--- src/rtl/cpu_sequencer.sv ---
// cpu_sequencer: multi-cycle instruction sequencer that walks fetch, operand, execute,
// write-back and interrupt entry states, strobing register-file and memory controls.
module cpu_sequencer (
    input  logic       clk,
    input  logic       rst,
    input  logic       mem_rdy,
    input  logic [1:0] fmt,
    input  logic [1:0] As,
    input  logic       Ad,
    input  logic [3:0] srcA,
    input  logic       push,
    input  logic       jmp_taken,
    input  logic       irq,
    input  logic       GIE,
    output logic       IF,
    output logic       IdxF,
    output logic       SPF,
    output logic       INTACK,
    output logic       Ex,
    output logic       RW,
    output logic       srcInc,
    output logic       MW,
    output logic [2:0] mab_sel,
    output logic [3:0] state
);
    typedef enum logic [3:0] {
        RESET_VEC = 4'd0,
        FETCH     = 4'd1,
        DECODE    = 4'd2,
        SRC_IDX   = 4'd3,
        SRC_RD    = 4'd4,
        DST_IDX   = 4'd5,
        DST_RD    = 4'd6,
        EXEC      = 4'd7,
        WB_MEM    = 4'd8,
        INT_PC    = 4'd9,
        INT_SR    = 4'd10,
        INT_VEC   = 4'd11
    } state_t;

    localparam logic [2:0] MAB_PC  = 3'd0;
    localparam logic [2:0] MAB_SRC = 3'd1;
    localparam logic [2:0] MAB_DST = 3'd2;
    localparam logic [2:0] MAB_SP  = 3'd3;
    localparam logic [2:0] MAB_VEC = 3'd4;

    state_t cur, nxt;

    logic dbl, sgl, jmp, src_const, go, int_req, wb_push, to_wb, next_instr;

    assign state      = cur;
    assign dbl        = fmt == 2'b00;
    assign sgl        = fmt == 2'b01;
    assign jmp        = fmt == 2'b10;
    // Constant-generator registers never touch memory for their source operand.
    assign src_const  = (srcA == 4'd3) || (srcA == 4'd2 && As[1]);
    // Strobes fire only in the completing cycle, and never while reset is held.
    assign go         = mem_rdy & rst;
    assign int_req    = irq & GIE;
    assign wb_push    = sgl & push;
    assign to_wb      = wb_push | (dbl & Ad) | (sgl & (As != 2'b00));
    assign next_instr = int_req ? 1'b1 : 1'b0;

    always_ff @(posedge clk or negedge rst) begin
        if (!rst)
            cur <= RESET_VEC;
        else
            cur <= nxt;
    end

    always_comb begin
        nxt     = cur;
        IF      = 1'b0;
        IdxF    = 1'b0;
        SPF     = 1'b0;
        INTACK  = 1'b0;
        Ex      = 1'b0;
        RW      = 1'b0;
        srcInc  = 1'b0;
        MW      = 1'b0;
        mab_sel = MAB_PC;
        case (cur)
            RESET_VEC: begin
                mab_sel = MAB_VEC;
                INTACK  = go;
                nxt     = mem_rdy ? FETCH : RESET_VEC;
            end
            FETCH: begin
                mab_sel = MAB_PC;
                IF      = go;
                nxt     = mem_rdy ? DECODE : FETCH;
            end
            DECODE: begin
                if ((dbl || sgl) && !src_const && As == 2'b01)
                    nxt = SRC_IDX;
                else if ((dbl || sgl) && !src_const && As[1])
                    nxt = SRC_RD;
                else
                    nxt = (dbl && Ad) ? DST_IDX : EXEC;
            end
            SRC_IDX: begin
                mab_sel = MAB_PC;
                IdxF    = go;
                nxt     = mem_rdy ? SRC_RD : SRC_IDX;
            end
            SRC_RD: begin
                mab_sel = MAB_SRC;
                IdxF    = go & (As == 2'b11) & (srcA == 4'd0);
                srcInc  = go & (As == 2'b11) & (srcA != 4'd0);
                nxt     = !mem_rdy ? SRC_RD : (dbl && Ad) ? DST_IDX : EXEC;
            end
            DST_IDX: begin
                mab_sel = MAB_PC;
                IdxF    = go;
                nxt     = mem_rdy ? DST_RD : DST_IDX;
            end
            DST_RD: begin
                mab_sel = MAB_DST;
                nxt     = mem_rdy ? EXEC : DST_RD;
            end
            EXEC: begin
                Ex  = rst & (fmt != 2'b11);
                RW  = rst & ((dbl & ~Ad) | (sgl & (As == 2'b00) & ~push) | (jmp & jmp_taken));
                SPF = rst & wb_push;
                nxt = to_wb ? WB_MEM : next_instr ? INT_PC : FETCH;
            end
            WB_MEM: begin
                mab_sel = wb_push ? MAB_SP : MAB_DST;
                MW      = go;
                nxt     = !mem_rdy ? WB_MEM : next_instr ? INT_PC : FETCH;
            end
            INT_PC: begin
                mab_sel = MAB_SP;
                SPF     = go;
                MW      = go;
                nxt     = mem_rdy ? INT_SR : INT_PC;
            end
            INT_SR: begin
                mab_sel = MAB_SP;
                SPF     = go;
                MW      = go;
                nxt     = mem_rdy ? INT_VEC : INT_SR;
            end
            INT_VEC: begin
                mab_sel = MAB_VEC;
                INTACK  = go;
                nxt     = mem_rdy ? FETCH : INT_VEC;
            end
            default: nxt = RESET_VEC;
        endcase
    end
endmodule

--- config.mk ---
export PLATFORM = sky130hd
export DESIGN_NAME = cpu_sequencer
export DESIGN_NICKNAME = d
export VERILOG_FILES = /design/src/rtl/cpu_sequencer.sv
export SDC_FILE = /design/constraint.sdc
export NUM_CORES = 1
export LEC_CHECK = 0
export BUFFER_PORTS_ARGS = -buffer_cell sky130_fd_sc_hd__buf_2
export CAP_MARGIN = 20
export CORE_MARGIN = 2
export CORE_UTILIZATION = 39
export DETAILED_ROUTE_END_ITERATION = 8
export PLACE_DENSITY = 0.74
export SYNTH_ARGS = -nofsm -noshare
export SYNTH_HDL_FRONTEND = slang
export SYNTH_SLANG_ARGS = --single-unit
--- constraint.sdc ---
create_clock -name clk -period 1.6 [get_ports clk]
set_input_delay 0.48 -clock clk [delete_from_list [all_inputs] [get_ports clk]]
set_output_delay 0.48 -clock clk [all_outputs]
set_load 0.02 [all_outputs]
==> results of run 1 <==
## synth_stat cells, drive strengths merged, types with 2 or more instances
cell type,count,area share
dfrtp,4,0.17
inv,5,0.033
o21ai,2,0.017
nand3,4,0.035
o311ai,2,0.030
xor2,2,0.030
or2,2,0.022
o32ai,2,0.030
nor4,2,0.022
o22ai,2,0.022
and2b,3,0.039
nand4,2,0.022
a211oi,2,0.026
nand2b,3,0.033
nor3,3,0.026
buf,6,0.052
a21oi,8,0.076
nand2,9,0.059
nor2,6,0.039
## stage by stage
stage	TNS (ns)	hold slack, ns
4_1_cts	-3.35	0.140
3_3_place_gp	-1.44	0.391
2_1_floorplan	-1.09	0.184
3_5_place_dp	-1.86	0.398
## cells by family after synthesis
group	count (synthesis)	synth area share
AO/OA/AOI/OAI	24	0.286
XOR/XNOR	3	0.0456
buffers and inverters	11	0.0846
flip-flops	4	0.174
AND/OR/NAND/NOR	41	0.410
## what timing repair did
action                     CTS
hold endpoints to repair     0
buffers inserted             4
pin swaps                    6
resized for setup           40
setup endpoints to repair   11
==> flow_summary.json, run 1 <==
{
  "status": "stopped before the end",
  "stop_stage": "global routing",
  "error": "[ERROR DPL-0038] Utilization greater than 100%, impossible to legalize",
  "cts_root_buf": "clkbuf_4",
  "htree_num_levels": 1,
  "ys_ff_latch": 4,
  "dpl_cell_area_um2": 1090,
  "dpl_worst_slack_ns": -0.275,
  "synth-async-reset-ratio": 1.00,
  "syn-num-nets": 99,
  "row_count": 13,
  "chipWidth_um": 42.5,
  "io_pins": 31,
  "hpwl_mm": 1.97,
  "cts.sink_count": 4,
  "die_h_um": 42.5,
  "grt-worst-endpoint": "IdxF",
  "synth_ff_type": "dfrtp_1",
  "dp_cells": 158,
  "clk_path_buf_depth": 2,
  "place.gp.congestion": 0.850,
  "synth_edf_count": 0,
  "synth_warnings": 0,
  "grt_start_max_net_pins": 11,
  "hold_buffers": 0,
  "endpoint_type": "top-level output",
  "start_util": 0.432,
  "synth_area_um2": 577,
  "syn_avg_cell_area_um2": 6.95,
  "cts_buffers": 3,
  "port_buffers": 30,
  "yosysSeqAreaShare": 0.174,
  "ys_types": 36,
  "synthCells": 83
}
==> inputs of run 2 (changes only) <==
CORE_AREA = 2 2 63 65   (was not set)
CORE_MARGIN = not set   (was 2)
CORE_UTILIZATION = not set   (was 39)
DIE_AREA = 0 0 65 67   (was not set)
PLACE_DENSITY = not set   (was 0.74)
PLACE_DENSITY_LB_ADDON = 0.15   (was not set)
clock period = 2.08 ns   (was 1.6 ns; I/O delays follow)
==> run 2 against run 1 <==
Against the previous run:
- the flow now finishes, with violations (setup timing)
- synthesized area unchanged
- synthesized cell count unchanged
==> flow_summary.json, run 2 <==
{
  "grt_usage": 0.109,
  "ir_worst_vdd_v": 0.000710,
  "layout_common_cells": "buf_2 (24), buf_4 (22), nand2_1 (8)",
  "ys_types": 36,
  "route.detailed.drc": 0,
  "p_total_mw": 1.42,
  "multi_input_area_um2": 515,
  "hp-class": "primary input to asynchronous set/reset pin",
  "wire_per_inst_um": 13.4,
  "syn_avg_cell_area_um2": 6.95,
  "grt_busiest_layer": "met2",
  "row_count": 22,
  "io_pins": 31,
  "grt_start_max_net_pins": 17,
  "ys_ff_latch": 4,
  "syn-num-nets": 99,
  "reg2reg_to": "state[1]$_DFF_PN0_",
  "slew_headroom": 0.747,
  "rsz0062_at_grt": "yes",
  "worst-path-buf-inv": 1,
  "finalHoldViolations": 0,
  "whs_ns": 0.323,
  "power.density_nw_per_um2": 1340,
  "hpwl_mm": 1.85,
  "cp_slowest_cell": "dfrtp_1",
  "die-area_um2": 4360,
  "antenna_found_initial": 0,
  "status": "finished with violations",
  "synth_edf_count": 0,
  "fin_skew_ns": 0.00587,
  "max_freq_ghz": 0.480,
  "core_region_area_um2": 3610,
  "yosysSeqAreaShare": 0.174,
  "cp-start-kind": "flip-flop",
  "die_h_um": 67,
  "antenna_left": 0,
  "synthCells": 83,
  "yosys-top-cells-area": "dfrtp_1 (17%), a21oi_1 (6.1%), nand2_1 (5.9%), buf_2 (5.2%), and2b_1 (3.9%)",
  "synth_top_cells_by_count": "nand2_1 (9), a21oi_1 (7), buf_2 (6), nor2_1 (6), inv_1 (5)",
  "synth_area_um2": 577,
  "failed_checks": "setup timing",
  "synthToLayoutAreaGrowth_pct": 83.1,
  "worstPathRequired_ns": 1.46,
  "critPathMaxStageDelay_ns": 0.42,
  "synth-async-reset-ratio": 1.00,
  "yosys.cell_count.top_type": "nand2_1",
  "grtUsageMet2": 0.193,
  "setup_violations": 1,
  "worstRegToRegCells": 5,
  "grt_pass1_wl_mm": 3.62,
  "cts_buffers": 3,
  "fin_setup_tns_ns": -0.00263,
  "viasPerCell": 4.59,
  "hold_buffers": 0,
  "port_buffers": 30,
  "n_antenna_cell": 0,
  "timing.rr.start": "state[0]$_DFF_PN0_",
  "place.gp.congestion": 0.802,
  "cts.sink_count": 4,
  "fin_util": 0.293,
  "cts_root_buf": "clkbuf_8",
  "clk_latency_ns": 0.22,
  "dr.pass1.iters": 4,
  "cpLargestDelayFamily": "simple AND/OR/NAND/NOR gates",
  "slew_viol_final": 0,
  "grt-ovfl-total": 0,
  "r2r_slack_ns": 0.47,
  "tritoncts": "built",
  "drt-initial-drc-count": 15,
  "nFillCells": 420,
  "htree_num_levels": 1,
  "clk_path_buf_depth": 2,
  "synth_ff_type": "dfrtp_1",
  "start_util": 0.160,
  "grt_util_met1": 0.137,
  "maxCapViolCount": 0,
  "cts.clk_slew.worst_paths_ns": 0.03,
  "ff_latch_area_um2": 101,
  "worst_pin_slew_ns": 0.374,
  "synth_top_area_share": 0.174,
  "synth_warnings": 0,
  "cp_data_arrival_time_ns": 1.46,
  "layout_min_cycle_time_ns": 2.08,
  "chipWidth_um": 65,
  "yosysTopAreaCell": "dfrtp_1",
  "final_nets": 147,
  "via_count": 812,
  "setup.worst_path.end_class": "output pin",
  "final_common_cell": "buf_2",
  "leakagePower_nw": 0.476,
  "post-route-period-util": 1.00,
  "drt-total-wl_mm": 2.37,
  "cp_max_fo": 4,
  "largest_reg_flops": 4,
  "grt_pass1_vias": 776,
  "crit_type": "flip-flop to output pin",
  "crit_chain": "or3_4, a21oi_4, and2b_2, buf_6",
  "drive_above_1_share": 0.574,
  "use_met3": 0.0186,
  "worst_slack_ns": -0.00263
}
[run 2: worst max-delay path by stage]
stage | start | endpoint | slack [ns] | cells after the start
3_3_place_gp | srcA[1] | IdxF | -0.01 | 5
6_report | state[0]$_DFF_PN0_ | INTACK | -0.003 | 4
3_5_place_dp | srcA[1] | IdxF | -0.03 | 5
5_1_grt | state[3]$_DFF_PN0_ | srcInc | -0.08 | 4
2_1_floorplan | state[3]$_DFF_PN0_ | INTACK | -0.05 | 4
4_1_cts | state[3]$_DFF_PN0_ | IdxF | -0.008 | 5
[run 2: what timing repair did]
item                                    in CTS  in global routing
pin swaps                                    3                  4
endpoints found under the setup margin       4                  9
endpoints found under the hold margin        0                  0
gates resized for setup                      8                 14
buffers inserted                             4                  0
[run 2: power by group]
group          switching [mW]  leakage (nW)  internal, mW
Clock                  0.0429        0.0216         0.124
Combinational           0.595         0.407         0.483
Sequential             0.0495        0.0478         0.122
Total                   0.687         0.476         0.729
[run 2: cells by family (layout without fill, tap and decap cells)]
kind of cell,count (synthesis),after routing,synth area share
flops,4,4,0.174
compound gates,24,24,0.286
xor+xnor,3,3,0.0456
buf+inv,11,57,0.0846
simple gates,41,41,0.410
[run 2: final cells by class]
type / instances / area share
multi-input cells: 68 / 0.488
repair buffers: 49 / 0.302
flip-flops and latches: 4 / 0.0960
well taps: 48 / 0.0569
clock buffers: 3 / 0.0391
inverters: 5 / 0.0178
[run 2: through the flow]
| step | std cells | setup slack [ns] | cell area (um^2) |
|---|---|---|---|
| floorplan | 83 | -0.0549 | 612 |
| global placement | 170 | -0.0137 | 905 |
| detailed placement | 170 | -0.0306 | 905 |
| CTS | 177 | -0.00783 | 1000 |
| global route | 177 | -0.0757 | 1060 |
| finish | 177 | -0.00263 | 1060 |
[run 2: per-layer routing]
layer  vias up  share of wire
met5         -              0
met4         0          0.023
met3         5          0.046
met2        25           0.48
met1       380           0.45
li1        402              -
No activity file was read; power rests on OpenSTA's default activity.
